===== src/rtl/match_sequencer.sv =====
// Ping-pong match sequencer: serve/rally/pause/over FSM,
// score registers and server selection.
module match_sequencer #(
    parameter int WIN_SCORE = 5,
    parameter int PAUSE_MS  = 1000
) (
    input  logic       clk,
    input  logic       reset,
    input  logic       clk_1ms,
    input  logic       serve_btn,
    input  logic       goal_p1,
    input  logic       goal_p2,
    output logic [3:0] p1_score,
    output logic [3:0] p2_score,
    output logic [1:0] gstate,
    output logic       ball_hold,
    output logic       ball_launch,
    output logic       server
);
    typedef enum logic [2:0] {
        IDLE,
        SERVE,
        RALLY,
        PAUSE,
        OVER
    } state_t;

    localparam logic [3:0]  WIN = WIN_SCORE[3:0];
    localparam logic [11:0] PMS = PAUSE_MS[11:0];

    state_t      state;
    logic        ms_s1;
    logic        ms_s2;
    logic        ms_prev;
    logic        serve_prev;
    logic [11:0] pause_cnt;
    logic        ms_tick;
    logic        serve_edge;
    logic [3:0]  p1_next;
    logic [3:0]  p2_next;
    logic [11:0] cnt_next;

    assign ms_tick    = ms_s2 & ~ms_prev;
    assign serve_edge = serve_btn & ~serve_prev;
    assign p1_next    = p1_score + 4'd1;
    assign p2_next    = p2_score + 4'd1;
    assign cnt_next   = pause_cnt + 12'd1;

    always_ff @(posedge clk or negedge reset) begin
        if (!reset) begin
            state       <= IDLE;
            ms_s1       <= 1'b0;
            ms_s2       <= 1'b0;
            ms_prev     <= 1'b0;
            serve_prev  <= 1'b0;
            pause_cnt   <= 12'd0;
            p1_score    <= 4'd0;
            p2_score    <= 4'd0;
            gstate      <= 2'b00;
            ball_hold   <= 1'b1;
            ball_launch <= 1'b0;
            server      <= 1'b0;
        end else begin
            ms_s1       <= clk_1ms;
            ms_s2       <= ms_s1;
            ms_prev     <= ms_s2;
            serve_prev  <= serve_btn;
            ball_launch <= 1'b0;
            unique case (state)
                IDLE, SERVE: begin
                    if (serve_edge) begin
                        state       <= RALLY;
                        gstate      <= 2'b01;
                        ball_hold   <= 1'b0;
                        ball_launch <= 1'b1;
                    end
                end
                RALLY: begin
                    // Simultaneous goals void the point
                    if (goal_p1 && goal_p2) begin
                        state     <= PAUSE;
                        ball_hold <= 1'b1;
                        pause_cnt <= 12'd0;
                    end else if (goal_p1) begin
                        p1_score  <= p1_next;
                        server    <= 1'b1;
                        ball_hold <= 1'b1;
                        pause_cnt <= 12'd0;
                        if (p1_next == WIN) begin
                            state  <= OVER;
                            gstate <= 2'b10;
                        end else begin
                            state <= PAUSE;
                        end
                    end else if (goal_p2) begin
                        p2_score  <= p2_next;
                        server    <= 1'b0;
                        ball_hold <= 1'b1;
                        pause_cnt <= 12'd0;
                        if (p2_next == WIN) begin
                            state  <= OVER;
                            gstate <= 2'b11;
                        end else begin
                            state <= PAUSE;
                        end
                    end
                end
                PAUSE: begin
                    if (ms_tick) begin
                        pause_cnt <= cnt_next;
                        if (cnt_next == PMS) begin
                            state <= SERVE;
                        end
                    end
                end
                OVER: begin
                    if (serve_edge) begin
                        state    <= IDLE;
                        gstate   <= 2'b00;
                        p1_score <= 4'd0;
                        p2_score <= 4'd0;
                        server   <= 1'b0;
                    end
                end
                default: state <= IDLE;
            endcase
        end
    end
endmodule


===== config.mk =====
export PLATFORM = sky130hd
export DESIGN_NAME = match_sequencer
export DESIGN_NICKNAME = d
export VERILOG_FILES = /design/src/rtl/match_sequencer.sv
export SDC_FILE = /design/constraint.sdc
export NUM_CORES = 1
export LEC_CHECK = 0
export ABC_AREA = 1
export BUFFER_PORTS_ARGS = -buffer_cell sky130_fd_sc_hd__buf_2
export CORE_MARGIN = 2
export CORE_UTILIZATION = 47
export CTS_BUF_LIST = sky130_fd_sc_hd__clkbuf_4 sky130_fd_sc_hd__clkbuf_8
export DETAILED_ROUTE_END_ITERATION = 12
export PLACE_DENSITY_LB_ADDON = 0.1
export SLEW_MARGIN = 30
export SYNTH_ARGS = -nofsm -noshare
export SYNTH_HDL_FRONTEND = slang
export SYNTH_SLANG_ARGS = --single-unit

===== constraint.sdc =====
create_clock -name clk -period 1.65 [get_ports clk]
set_input_delay 0.4125 -clock clk [delete_from_list [all_inputs] [get_ports clk]]
set_output_delay 0.4125 -clock clk [all_outputs]
set_load 0.02 [all_outputs]

==> results of run 1 <==
## cell usage after synthesis, types with 2 or more instances
cell,instances
nor2_1,13
dfrtp_1,31
o21ai_1,18
inv_2,8
xor2_1,3
nand3_1,18
nand4_1,5
nand2_2,3
nor2_4,3
o22ai_1,3
o211ai_1,2
nand2_1,76
nor2_2,3
inv_1,24
o21ai_0,4
ha_1,6
buf_4,2
a21oi_1,2
## power by group
group / switching, mW / internal, mW
Clock: 0.275 / 0.373
Combinational: 0.986 / 0.549
Sequential: 0.172 / 1.01
## flip-flops by register name, summed over array words and instances, names as in the netlist, 2 cells and up
| register | cells |
|---|---|
| pause_cnt | 12 |
| p1_score | 4 |
| p2_score | 4 |
| state | 3 |
| gstate | 2 |
## layer usage
metal	GRT usage, %	vias to the layer above	share of wire [%]
met3	5.31	4	2.4
li1	-	805	-
met1	23.8	710	47
met5	0	-	0
met2	30.7	15	49
met4	7.81	0	1.5
## metrics by stage
stage          hold slack, ns  instances  util (%)  instance area (sq um)  setup slack [ns]
3_5_place_dp            0.341        304      54.1                   1980           -0.0566
6_report                0.147        314      58.3                   2140            0.0588
5_1_grt                 0.186        314      58.3                   2140           -0.0487
3_3_place_gp            0.340        304      54.1                   1980           -0.0175
2_1_floorplan           0.117        233         -                   1790             0.108
4_1_cts                 0.154        312      56.9                   2080            0.0116
## critical path, cell delays in order (launching register included)
cell	delay, ns
dfrtp_1	0.39
ha_2	0.23
nand2_2	0.07
nor2_4	0.14
nand3_1	0.08
nand2_1	0.09
nand2_1	0.05
nor2_1	0.11
nand3_1	0.09
nand2_1	0.08
nand2_1	0.05
nand2_1	0.05
nand2_1	0.05
## worst paths after layout
kind / end / slack [ns] / depth (start not counted)
hold reg to reg: ms_s2$_DFF_PN0_ / 0.35 / 0
setup reg to reg: state[1]$_DFFE_PN0P_ / 0.06 / 12
max in group asynchronous: ball_hold$_DFFE_PN1P_ / 1.18 / 2
min in group clk: ms_s1$_DFF_PN0_ / 0.24 / 1
setup / recovery: state[1]$_DFFE_PN0P_ / 0.06 / 12
hold / removal: pause_cnt[0]$_DFFE_PN0P_ / 0.15 / 2
## kinds of logic (layout without fill, tap and decap cells)
| logic type | Yosys count | after routing |
|---|---|---|
| AO/OA/AOI/OAI | 30 | 30 |
| adder cells (fa/ha/maj) | 6 | 6 |
| AND/OR/NAND/NOR | 126 | 126 |
| buffers and inverters | 35 | 68 |
| flip-flops | 32 | 32 |
| XOR/XNOR | 4 | 4 |
## what timing repair did
| action | 4_1_cts | 5_1_grt |
|---|---|---|
| setup endpoints to repair | 1 | 4 |
| buffers inserted | 0 | 2 |
| pin swaps | 0 | 11 |
| gates resized for setup | 2 | 11 |
## layout make-up
type	instances	area [sq um]	share of cell area (%)
Clock buffer	8	97.6	4.57
Sequential cell	32	803	37.6
Inverter	33	124	5.80
Timing Repair Buffer	27	165	7.73
Multi-Input combinational cell	166	886	41.5
Tap cell	48	60.1	2.81
==> flow_summary.yaml, run 1 <==
route:
  dr.pass1.iters: 4
  drc_errors: 0
  wl_per_cell_um: 11.7
  vias: 1534
  detail-route-antenna-nets: 0
  drt-total-wl_mm: 3.68
  avgViaCountPerCell: 4.89
  first_iter_violations: 100
placement:
  hpwlAfterDp_mm: 2.73
  gp_congestion: 0.830
  port_buffers: 18
critical_path:
  crit_type: "reg2reg"
  setup.worst_path.end_class: "flip-flop"
  startpoint_type: "flip-flop"
  worstPathMaxFanout: 4
  crit_start: "pause_cnt[1]$_DFFE_PN0P_"
  arrival_ns: 1.77
  crit_required_ns: 1.82
  r2r-start: "pause_cnt[1]$_DFFE_PN0P_"
global_route:
  grt_max_degree: 33
  grt.total_usage_pct: 19.0
  grt_antenna_before_repair: 0
  grt_first_pass_wirelength_mm: 6.05
  grt_overflow_total: 0
  grt_pass1_vias: 1368
sta:
  maxSlewViolCount: 0
  skew_ns: 0.00817
  max_freq_mhz: 628
  period_share_pct: 96.4
  slew_headroom_pct: 73.0
  timing.final.hold_violations: 0
  setup-violations-final: 0
  min_period_ns: 1.59
  worst_pin_slew_ns: 0.405
  rsz0062_at_grt: "true"
  setup_tns_ns: 0
cts:
  ctsHtreeMaxLevel: 2
  clockBufferDepth: 2
  root_buffer: "clkbuf_8"
  cts_tree: "built"
  insertion_delay_ns: 0.28
  cts.sinks: 32
  clkTransAtPathRegs_ns: 0.07
  postCtsHoldBufs: 0
  cts_made_buffers: 5
floorplanning:
  num_rows: 22
  die_area_sq_um: 4320
  io_pins: 19
  core_sq_um: 3660
  die_y_um: 65.7
  fp.dieW_um: 65.7
  start_util_pct: 48.9
power_and_ir_drop:
  power_leakage_nw: 1.06
  peakVddDrop_v: 0.000794
  power_density_nw_per_um2: 1580
  power_mw: 3.36
hold_path:
  hold_path_class: "in2async"
logic_synthesis:
  synthSimpleGateAreaFrac_pct: 32.3
  synth_area_leaders: "dfrtp_1 43%, nand2_1 16%, nand3_1 5.0%, o21ai_1 5.0%, inv_1 5.0%"
  synth_xor_area_share_pct: 1.96
  syn-instance-count: 233
  yosys.area.top_type: "dfrtp_1"
  yosysSeqAreaShare_pct: 44.8
  synthAdderAreaFrac_pct: 4.19
  synth_top_area_share_pct: 43.3
  async_reset_ff_share_pct: 100
  yosysWarnings: 0
  synth-seq-cells: 32
  synth_compound_area_share_pct: 9.08
  synthMuxAreaShare_pct: 0
  syn_nets: 245
  synth.avg_cell_area_sq_um: 7.69
  synth-edff-count: 0
  synth_top_family_by_area: "simple AND/OR/NAND/NOR gates"
  yosysUniqueCellTypes: 27
  yosys_most_used_dff: "dfrtp_1"
  synth_area_sq_um: 1790
finish:
  mostFrequentLayoutCell: "nand2_1"
  antenna-diode-count: 0
  syn2layout_area_growth_pct: 19.2
  nets: 277
  final_layout_size_suffix_gt1_share_pct: 25.6
  nFillCells: 341
  final_cell_mix: "74 x nand2_1, 30 x dfrtp_1, 24 x inv_1"
run:
  maxCapViolCount: 0
outcome:
  outcome: "finished, final reports clean"
No activity file was read; power rests on OpenSTA's default activity.
==> inputs of run 2 (changes only) <==
--- a/config.mk
+++ b/config.mk
@@ -7,8 +7,10 @@
 export LEC_CHECK = 0
 export ABC_AREA = 1
 export BUFFER_PORTS_ARGS = -buffer_cell sky130_fd_sc_hd__buf_2
+export CELL_PAD_IN_SITES_DETAIL_PLACEMENT = 1
+export CELL_PAD_IN_SITES_GLOBAL_PLACEMENT = 1
 export CORE_MARGIN = 2
-export CORE_UTILIZATION = 47
+export CORE_UTILIZATION = 45
 export CTS_BUF_LIST = sky130_fd_sc_hd__clkbuf_4 sky130_fd_sc_hd__clkbuf_8
 export DETAILED_ROUTE_END_ITERATION = 12
 export PLACE_DENSITY_LB_ADDON = 0.1
==> run 2 against run 1 <==
Against the previous run: non-clock buffer count rose by 9; largest cell class unchanged; sequential cell count unchanged; worst setup slack worse by 0.0028 ns; hold slack worse by 0.012 ns; critical path type unchanged.
==> flow_summary.yaml, run 2 (synthesized netlist as in run 1, its figures left out) <==
route:
  vias: 1652
  avgViaCountPerCell: 5.11
  drt-total-wl_mm: 4.59
  detail-route-antenna-nets: 0
  drc_errors: 0
  dr.pass1.iters: 4
  wl_per_cell_um: 14.2
  first_iter_violations: 56
  wl_met3_um: 114
  met2_length_mm: 2.50
  wl_met1_mm: 1.92
  top_layer_used: "met4"
critical_path:
  startpoint_type: "flip-flop"
  slowest_stage: "dfrtp_2"
  critPathTopFamily: "simple AND/OR/NAND/NOR gates"
  setup.worst_path.end_class: "flip-flop"
  crit_path_frequent_cell: "nand2_1"
  max_stage_delay_ns: 0.43
  crit_type: "reg2reg"
  arrival_ns: 1.77
  critPathBufInv: 0
  worstPathMaxFanout: 7
  crit_required_ns: 1.83
  path_cells: "nand2_1 -> nor2_4 -> nand2_1 -> nand2_1 -> nand3b_1 -> nor2_1 -> nand3_1 -> nand2_1 -> nand2_1 -> nand2_1 -> nand2_1"
power_and_ir_drop:
  power_mw: 3.54
  switchingPower_mw: 1.56
  seq_power_share_pct: 33.7
  p_comb_share_pct: 48.9
  power_leakage_nw: 1.09
  peakVddDrop_v: 0.00112
  clockPowerShare_pct: 17.4
  intPower_mw: 1.98
  power_density_nw_per_um2: 1610
  p_sw_share_pct: 44.0
cts:
  insertion_delay_ns: 0.28
  clkTransAtPathRegs_ns: 0.07
  postCtsHoldBufs: 0
  cts_tree: "built"
  clockBufferDepth: 2
  cts_made_buffers: 5
  root_buffer: "clkbuf_8"
  cts.sinks: 32
  ctsHtreeMaxLevel: 2
floorplanning:
  start_util_pct: 47.9
  io_pins: 19
  die_y_um: 67.1
  die_area_sq_um: 4500
  core_sq_um: 3740
  fp.dieW_um: 67.1
  num_rows: 22
finish:
  multi_input_area_sq_um: 888
  top_register: "pause_cnt"
  nFillCells: 483
  nets: 286
  top_regs: "pause_cnt (12), p1_score (4), p2_score (4)"
  syn2layout_area_growth_pct: 22.7
  ff_latch_area_sq_um: 806
  final_cell_mix: "75 x nand2_1, 28 x dfrtp_1, 24 x inv_1"
  mostFrequentLayoutCell: "nand2_1"
  largest_reg_flops: 12
  postLayoutCellArea_sq_um: 2200
  antenna-diode-count: 0
  final_layout_size_suffix_gt1_share_pct: 28.4
  post-route-util_pct: 58.7
outcome:
  outcome: "finished, final reports clean"
sta:
  timing.final.hold_violations: 0
  slew_headroom_pct: 72.1
  period_share_pct: 96.6
  max_freq_mhz: 627
  min_period_ns: 1.59
  holdWs_ns: 0.135
  setup-violations-final: 0
  setup_tns_ns: 0
  worst_pin_slew_ns: 0.419
  skew_ns: 0.00404
  maxSlewViolCount: 0
  rsz0062_at_grt: "true"
global_route:
  grt_pass1_vias: 1691
  grt_antenna_before_repair: 0
  grt_first_pass_wirelength_mm: 7.59
  grt_max_degree: 33
  grt_overflow_total: 0
  grt.total_usage_pct: 23.0
hold_path:
  hold_path_class: "in2async"
run:
  maxCapViolCount: 0
placement:
  gp_congestion: 0.782
  port_buffers: 18
  hpwlAfterDp_mm: 3.42
  dpl_cell_area_sq_um: 2010
[run 2: timing repair]
item / CTS / global route
pin swaps: 2 / 8
buffers inserted: 0 / 7
setup endpoints to repair: 2 / 15
gates resized for setup: 2 / 13
[run 2: path summary, 6_finish.rpt]
path	slack, ns	startpoint	cells past startpoint	end
hold reg to reg	0.38	ms_s1$_DFF_PN0_	0	ms_s2$_DFF_PN0_
min in group clk	0.24	clk_1ms	1	ms_s1$_DFF_PN0_
hold / removal	0.13	reset	2	pause_cnt[5]$_DFFE_PN0P_
setup reg to reg	0.06	pause_cnt[2]$_DFFE_PN0P_	11	state[1]$_DFFE_PN0P_
max in group asynchronous	1.18	reset	2	ball_hold$_DFFE_PN1P_
setup / recovery	0.06	pause_cnt[2]$_DFFE_PN0P_	11	state[1]$_DFFE_PN0P_
[run 2: per-stage QoR]
stage	setup slack (ns)	cells
final	0.0560	323
after CTS	0.00204	316
after global placement	0.0741	308
after floorplan	0.108	233
after global routing	-0.0726	323
after detailed placement	-0.0497	308
[run 2: power by group through the flow]
stage | registers, mW | logic (mW) | clock network [mW]
2_1_floorplan | 1.35 | 0.864 | 0
3_3_place_gp | 1.18 | 1.51 | 0
3_5_place_dp | 1.19 | 1.58 | 0
4_1_cts | 1.19 | 1.60 | 0.639
5_1_grt | 1.23 | 1.92 | 0.668
6_report | 1.19 | 1.73 | 0.616
[run 2: per-layer routing]
metal  track usage (%)  up-vias
met3              5.07        6
met5                 0        -
met4              6.89        0
met1              25.9      802
li1                  -      825
met2              42.9       19
[run 2: final cells by class]
class / count / share of cell area (%)
sequential: 32 / 36.7
clock buffer: 7 / 3.81
inverter: 33 / 5.75
multi-input combinational: 166 / 40.4
clock inverter: 1 / 0.228
timing repair buffer: 36 / 10.4
tap: 48 / 2.73
